**src/rtl/mips_pipe_pkg.sv**
```systemverilog
// Shared constants and types for the MIPS pipeline control blocks.
package mips_pipe_pkg;

  localparam int unsigned REG_ADDR_W         = 5;
  localparam logic [4:0]  REG_ZERO           = 5'd0;
  localparam int unsigned MD_LATENCY_DEFAULT = 32;
  localparam int unsigned MD_CNT_W_DEFAULT   = 8;
  localparam int unsigned PERF_W             = 32;

  typedef enum logic {
    RUN     = 1'b0,
    MD_BUSY = 1'b1
  } hz_state_t;

endpackage

```
**src/rtl/md_busy_counter.sv**
```systemverilog
// Occupancy tracker for the iterative mult/div unit: loads LATENCY on issue,
// counts down, and reports busy while the unit is working.
module md_busy_counter
  import mips_pipe_pkg::*;
#(
  parameter int unsigned CNT_W   = MD_CNT_W_DEFAULT,
  parameter int unsigned LATENCY = MD_LATENCY_DEFAULT
) (
  input  logic clk,
  input  logic rst,
  input  logic load,
  output logic busy
);

  hz_state_t        state;
  logic [CNT_W-1:0] md_cnt;

  // Busy spans exactly LATENCY cycles after the issue cycle.
  always_ff @(posedge clk) begin
    if (rst) begin
      state  <= RUN;
      md_cnt <= '0;
    end else begin
      case (state)
        RUN: begin
          if (load) begin
            md_cnt <= CNT_W'(LATENCY);
            state  <= MD_BUSY;
          end
        end
        MD_BUSY: begin
          if (md_cnt <= CNT_W'(1)) begin
            md_cnt <= '0;
            state  <= RUN;
          end else begin
            md_cnt <= md_cnt - CNT_W'(1);
          end
        end
        default: begin
          md_cnt <= '0;
          state  <= RUN;
        end
      endcase
    end
  end

  assign busy = (state == MD_BUSY);

endmodule

```
**src/rtl/id_hazard_ctrl.sv**
```systemverilog
// ID-stage hazard controller: load-use stalls, branch flushes and mult/div
// occupancy interlocks. Optional stall counter enabled by HAZARD_PERF_EN.
module id_hazard_ctrl #(
  parameter int unsigned REG_ADDR_W = mips_pipe_pkg::REG_ADDR_W,
  parameter int unsigned MD_LATENCY = mips_pipe_pkg::MD_LATENCY_DEFAULT,
  parameter int unsigned MD_CNT_W   = mips_pipe_pkg::MD_CNT_W_DEFAULT
) (
  input  logic                  clk,
  input  logic                  rst,
  input  logic                  id_valid,
  input  logic [REG_ADDR_W-1:0] id_rs,
  input  logic [REG_ADDR_W-1:0] id_rt,
  input  logic                  id_uses_rs,
  input  logic                  id_uses_rt,
  input  logic                  id_is_md,
  input  logic                  id_reads_hilo,
  input  logic                  ex_mem_read,
  input  logic [REG_ADDR_W-1:0] ex_rt,
  input  logic                  ex_branch_taken,
  output logic                  pc_write,
  output logic                  ifid_write,
  output logic                  ifid_flush,
  output logic                  idex_bubble,
  output logic                  md_issue,
  output logic                  md_busy,
  output logic [31:0]           perf_stall_cnt
);

  localparam logic [REG_ADDR_W-1:0] ZERO_REG = REG_ADDR_W'(mips_pipe_pkg::REG_ZERO);

  logic lu_haz;
  logic md_haz;

  // Register 0 is hardwired, so a load targeting it never creates a dependency.
  assign lu_haz = ex_mem_read & id_valid & (ex_rt != ZERO_REG) &
                  ((id_uses_rs & (id_rs == ex_rt)) | (id_uses_rt & (id_rt == ex_rt)));
  assign md_haz = id_valid & (id_is_md | id_reads_hilo) & md_busy;

  // Priority: reset, taken branch, load-use, mult/div interlock, normal.
  always_comb begin
    pc_write    = 1'b1;
    ifid_write  = 1'b1;
    ifid_flush  = 1'b0;
    idex_bubble = 1'b0;
    md_issue    = 1'b0;
    if (rst) begin
      md_issue = 1'b0;
    end else if (ex_branch_taken) begin
      ifid_flush  = 1'b1;
      idex_bubble = 1'b1;
    end else if (lu_haz || md_haz) begin
      pc_write    = 1'b0;
      ifid_write  = 1'b0;
      idex_bubble = 1'b1;
    end else begin
      md_issue = id_valid & id_is_md & ~md_busy;
    end
  end

  md_busy_counter #(
    .CNT_W   (MD_CNT_W),
    .LATENCY (MD_LATENCY)
  ) u_md_busy_counter (
    .clk  (clk),
    .rst  (rst),
    .load (md_issue),
    .busy (md_busy)
  );

`ifdef HAZARD_PERF_EN
  logic [31:0] perf_q;

  // Saturating count of cycles in which the PC was held.
  always_ff @(posedge clk) begin
    if (rst) begin
      perf_q <= '0;
    end else if (!pc_write && (perf_q != 32'hFFFF_FFFF)) begin
      perf_q <= perf_q + 32'd1;
    end
  end

  assign perf_stall_cnt = perf_q;
`else
  assign perf_stall_cnt = 32'h0;
`endif

endmodule

```
**config.mk**
```make
export PLATFORM = sky130hd
export DESIGN_NAME = id_hazard_ctrl
export DESIGN_NICKNAME = d
export VERILOG_FILES = /design/src/rtl/mips_pipe_pkg.sv /design/src/rtl/md_busy_counter.sv /design/src/rtl/id_hazard_ctrl.sv
export SDC_FILE = /design/constraint.sdc
export NUM_CORES = 1
export LEC_CHECK = 0
export CAP_MARGIN = 10
export CORE_ASPECT_RATIO = 1.1
export CORE_MARGIN = 4
export CORE_UTILIZATION = 33
export DETAILED_ROUTE_END_ITERATION = 12
export PLACE_DENSITY = 0.83
export SLEW_MARGIN = 20
export SYNTH_ARGS = -nofsm -noshare
export SYNTH_HDL_FRONTEND = slang
export SYNTH_SLANG_ARGS = --single-unit
```
**constraint.sdc**
```tcl
create_clock -name clk -period 1.75 [get_ports clk]
set_input_delay 0.35 -clock clk [delete_from_list [all_inputs] [get_ports clk]]
set_output_delay 0.35 -clock clk [all_outputs]
set_load 0.02 [all_outputs]
```
Yosys cells after proc, flatten, opt, wreduce, memory -nomap -nowiden

Index checks and enable logic that the tools add are counted.

Bits in registers: 9
Output and inout bits: 38
Input port bits: 24
Logic and storage cells: 38

Add/sub/neg operators: 1
Eq/ne operators: 3
Order comparisons: 1
Muxes and demuxes: 17
Reductions and logical operators: 2
Bitwise logic cells: 12

Operator list:

| kind                                                                             | number |
|---|---|
| 8-bit 2-to-1 mux                                                                 | 2 |
| 8-bit one-hot mux with 2 select lines                                            | 1 |
| 1-bit 2-to-1 mux                                                                 | 13 |
| 5-bit == test                                                                    | 2 |
| 1-bit AND                                                                        | 9 |
| 8-bit by 1-bit less-or-equal comparator with 1-bit output, second input constant | 1 |
| 8-bit by 1-bit subtractor with 8-bit output, second input constant               | 1 |
| 5-bit nonzero test                                                               | 1 |
| 2-bit != test, second input constant                                             | 1 |
| 1-bit bitwise OR                                                                 | 2 |
| 1-bit one-hot mux with 2 select lines                                            | 1 |
| 1-bit logical OR                                                                 | 1 |
| 1-bit inverter                                                                   | 1 |

Longest topological paths before layout

Depth after elaboration: 10
Depth in mapped cells: 6
Gate-level depth less buffers: 6

Modules after synthesis

A second synthesis with hierarchy kept.

Cells, all modules: 114
Area, all modules: 935.9 um2

By module, submodules not included:

| module          | instances | area each (um2) | seq. area each (um2) | cells an instance |
|---|---|---|---|---|
| md_busy_counter | 1         | 494.2           | 180.2                | 53 |
| id_hazard_ctrl  | 1         | 441.7           | 0.0                  | 61 |

Worst setup path before layout

No wires, ideal clock.

Path kind: input-to-output
Start: input port ex_rt[0]
End: output port pc_write
Data arrival time: 1616 ps
Buffers on the path: 1
Data required time: 1400 ps
Stages: 6
Slack: -216 ps
Cell sequence: xnor2_1 > nand4_1 > o22ai_1 > nand2_1 > a211o_1 > buf_4

Word-level cells in the longest chain between the ends: 8
Elaborated cells between the ends (all ways): 12
Classes of those cells: eq/ne: 2; mux: 3; bitwise: 5; reduce/logical: 2

RTL lines:

| what                             | line                 | RTL |
|---|---|---|
| start, declared                  | id_hazard_ctrl.sv:18 | `input logic [REG_ADDR_W-1:0] ex_rt,` |
| 5-bit == test                    | id_hazard_ctrl.sv:36 | `((id_uses_rs & (id_rs == ex_rt)) \| (id_uses_rt & (id_rt == ex_rt)));` |
| 1-bit AND                        | id_hazard_ctrl.sv:36 |  |
| 1-bit bitwise OR                 | id_hazard_ctrl.sv:36 |  |
| 1-bit AND *                      | id_hazard_ctrl.sv:35 | `assign lu_haz = ex_mem_read & id_valid & (ex_rt != ZERO_REG) &` |
| 1-bit logical OR *               | id_hazard_ctrl.sv:51 | `end else if (lu_haz \|\| md_haz) begin` |
| 1-bit 2-to-1 mux * (3 in series) | n/a                  |  |
| end, declared                    | id_hazard_ctrl.sv:20 | `output logic pc_write,` |

Mark *: on every way between the ends. The rest lies on a longest branch, timed or not.

Worst setup path in the final report

Start: input port ex_rt[0]
End: output port ifid_write

Word-level cells in the longest chain between the ends: 8
Elaborated cells between the ends (all ways): 12
Classes of those cells: eq/ne: 2; mux: 3; bitwise: 5; reduce/logical: 2

RTL lines:

| what               | line                 | RTL |
|---|---|---|
| 5-bit == test      | id_hazard_ctrl.sv:36 |  |
| 1-bit AND          | id_hazard_ctrl.sv:36 |  |
| 1-bit bitwise OR   | id_hazard_ctrl.sv:36 |  |
| 1-bit AND *        | id_hazard_ctrl.sv:35 |  |
| 1-bit logical OR * | id_hazard_ctrl.sv:51 |  |
| 1-bit 2-to-1 mux * | id_hazard_ctrl.sv:51 |  |
| 1-bit 2-to-1 mux * | id_hazard_ctrl.sv:48 | `end else if (ex_branch_taken) begin` |
| 1-bit 2-to-1 mux * | id_hazard_ctrl.sv:46 | `if (rst) begin` |
| end, declared      | id_hazard_ctrl.sv:21 | `output logic ifid_write,` |

Marks and branches as above.

==> reports/qor.yml <==
detailed_routing:
  ant_nets: 0
  drtIter0Drc: 10
  drc_errors: 0
  routed_wl_mm: 2.28
  drt_first_pass_iters: 3
  vias_per_cell: 4.55
  vias: 965
  wire_per_inst_um: 10.8
power_and_ir_drop:
  power_density_nw_per_um2: 687
  p_clk_share_pct: 17.7
  peakVddDrop_uv: 462
  p_leak_nw: 0.642
  total_power_uw: 940
  p_int_uw: 559
  p_switching_uw: 381
  switching_share_pct: 40.5
  pwr-share-seq_pct: 28.5
  combPwrFrac_pct: 53.7
floorplanning:
  core_region_area_um2: 2800
  initial_core_util_pct: 34.8
  rows: 20
  die_x_um: 59.9
  fp.dieArea_um2: 3890
  io_pins: 62
  die_h_um: 65.0
logic_synthesis:
  synth_compound_area_share_pct: 17.1
  ys_types: 36
  synth_top_cell_by_area: "buf_4"
  syn_area_um2: 976
  synthFlopType: "dfxtp_1"
  yosysWarnings: 0
  synth_top_area_share_pct: 25.4
  synth_top_family_by_area: "buffers and inverters"
  async_flop_share_pct: 0
  synth_edf_count: 0
  synthXorXnorAreaFrac_pct: 8.97
  syn_inst: 130
  synth_fa_ha_area_share_pct: 2.56
  syn_avg_cell_area_um2: 7.51
  yosysSeqAreaShare_pct: 18.5
  synthSimpleGateAreaFrac_pct: 24.9
  netlist_top_cells_area: "buf_4, dfxtp_1, xnor2_1"
  ys_ff_latch: 9
  synth.area.mux_share_pct: 0
global_route:
  grt_pass1_vias: 889
  grt_overflow: 0
  antenna_found_initial: 0
  grt_usage_pct: 12.1
  grt_max_degree: 8
  grt_pass1_wl_mm: 3.66
worst_setup_path:
  cpMostUsedCell: "buf_6"
  crit_slowest_cell: "a211o_1"
  startpoint: "ex_rt[0]"
  critPathKind: "input pin to primary output"
  crit_path_start_kind: "input pin"
  cp-end-kind: "primary output"
  slowest_delay_ns: 0.30
  worst_ep_arrival_time_ns: 1.54
  reg2reg_from: "u_md_busy_counter.md_cnt[1]$_SDFFE_PP0P_"
  path_cells: "buf_6 -> buf_6 -> xnor2_2 -> nand4_1 -> o22ai_2 -> nand2_1 -> a211o_1 -> buf_6"
  cp.required_ns: 1.40
  critPathMaxFanout: 2
  path_delay_family: "compound AO/OA/AOI/OAI gates"
  cp.buffers_inverters: 3
timing:
  min_period_ns: 1.89
  setup_viol_count_final: 4
  fin_skew_ns: 0.00343
  drv_slew: 0
  finalCritPeriodShare_pct: 108
  rsz0062_at_grt: "yes"
  clock.fmax_mhz: 528
  finalWorstSetupSlack_ns: -0.143
  hold_viol: 0
placement:
  hpwl_mm: 1.95
  placed_cell_area_um2: 1350
  gp_congestion: 0.815
  dp_worst_setup_slack_ns: -0.994
  io_buffer_count: 29
final_layout:
  mostFrequentLayoutCell: "conb_1"
  layout-drive-gt1-share_pct: 29.1
  layout.nets: 206
  final_cell_mix: "conb_1, buf_4, nand2_1"
  n_antenna_cell: 0
  area_growth_pct: 40.3
  nFillCells: 277
  final_area_um2: 1370
clock_tree:
  clkTransAtPathRegs_ns: 0.06
  cts_tree: "yes"
  clock-sinks: 9
  clockBufferDepth: 2
  cts_setup_buffers: 0
  root_buffer: "clkbuf_4"
  cts_buffers: 3
  htreeDepth: 1
  clkLatencyLatePin_ns: 0.26
hold_path:
  hold_start: "u_md_busy_counter.md_cnt[6]$_SDFFE_PP0P_"
  hp-class: "flop to flop"
job:
  drv_cap: 0
run_status:
  status: "finished, violations left"
  violations: "negative setup slack"
## worst reg2reg max path: stages (launching register included)
cell	delay, ns
dfxtp_1	0.38
inv_1	0.10
ha_1	0.19
or2_2	0.33
a21oi_1	0.15
buf_4	0.15
a21oi_1	0.06
a31oi_1	0.16
## area by class of cell
cell class	instances	area [um^2]	share of cell area (%)
inverters	5	18.8	1.37
clock buffers	4	26.3	1.92
flip-flops and latches	9	180	13.2
multi-input cells	113	696	50.8
repair buffers	48	407	29.7
well taps	33	41.3	3.02
## flip-flops by register name, indices dropped and copies added, names as in the netlist
| register | flops |
|---|---|
| u_md_busy_counter.md_cnt | 8 |
| u_md_busy_counter.busy | 1 |
## power groups by stage
stage / clock (mW) / combinational (mW) / sequential [mW]
after floorplan: 0 / 0.370 / 0.276
after global placement: 0 / 0.501 / 0.272
after detailed placement: 0 / 0.512 / 0.272
after CTS: 0.174 / 0.504 / 0.268
after global routing: 0.186 / 0.566 / 0.272
final: 0.167 / 0.505 / 0.268
## final timing paths
path              slack [ns]  cells past startpoint                                       end
setup / recovery       -0.14                      8                                ifid_write
hold / removal          0.52                      1  u_md_busy_counter.md_cnt[6]$_SDFFE_PP0P_
setup reg to reg        0.17                      7  u_md_busy_counter.md_cnt[4]$_SDFFE_PP0P_
hold reg to reg         0.52                      1  u_md_busy_counter.md_cnt[6]$_SDFFE_PP0P_
## per-stage QoR
step	hold WS (ns)	TNS [ns]	std cells	utilization (%)
floorplan	0.482	-0.106	161	-
global placement	0.504	-7.55	208	48.2
detailed placement	0.517	-7.67	208	48.2
CTS	0.532	-0.475	212	48.8
global route	0.549	-0.751	212	48.8
finish	0.525	-0.460	212	48.8
## cell usage after synthesis, types with 2 or more instances
cell type / instances
buf_4: 33
nand2_1: 13
xnor2_1: 10
dfxtp_1: 9
nor2_1: 9
a21oi_1: 7
a31oi_1: 6
inv_1: 5
nor3_1: 4
o21ai_0: 3
o22ai_1: 3
ha_1: 2
nand3_1: 2
nand4_1: 2
## logic make-up (layout without fill, tap and decap cells)
family / count (synthesis) / count (layout)
buffers and inverters: 39 / 57
AO/OA/AOI/OAI: 26 / 26
AND/OR/NAND/NOR: 43 / 43
adder cells (fa/ha/maj): 2 / 2
other: 1 / 32
flip-flops: 9 / 9
XOR/XNOR: 10 / 10
## routing by layer
metal | vias to the layer above | GRT usage [%] | wire length, um
li1 | 483 | - | -
met1 | 433 | 12.9 | 859
met2 | 47 | 22.0 | 1140
met3 | 2 | 5.38 | 275
met4 | 0 | 1.66 | 6
met5 | - | 0 | 0
## repair_timing
item	in CTS	in global routing
hold buffers	0	0
pin swaps	20	1
gates resized for setup	83	3
setup endpoints to repair	14	5
No activity file was read; power rests on OpenSTA's default activity.
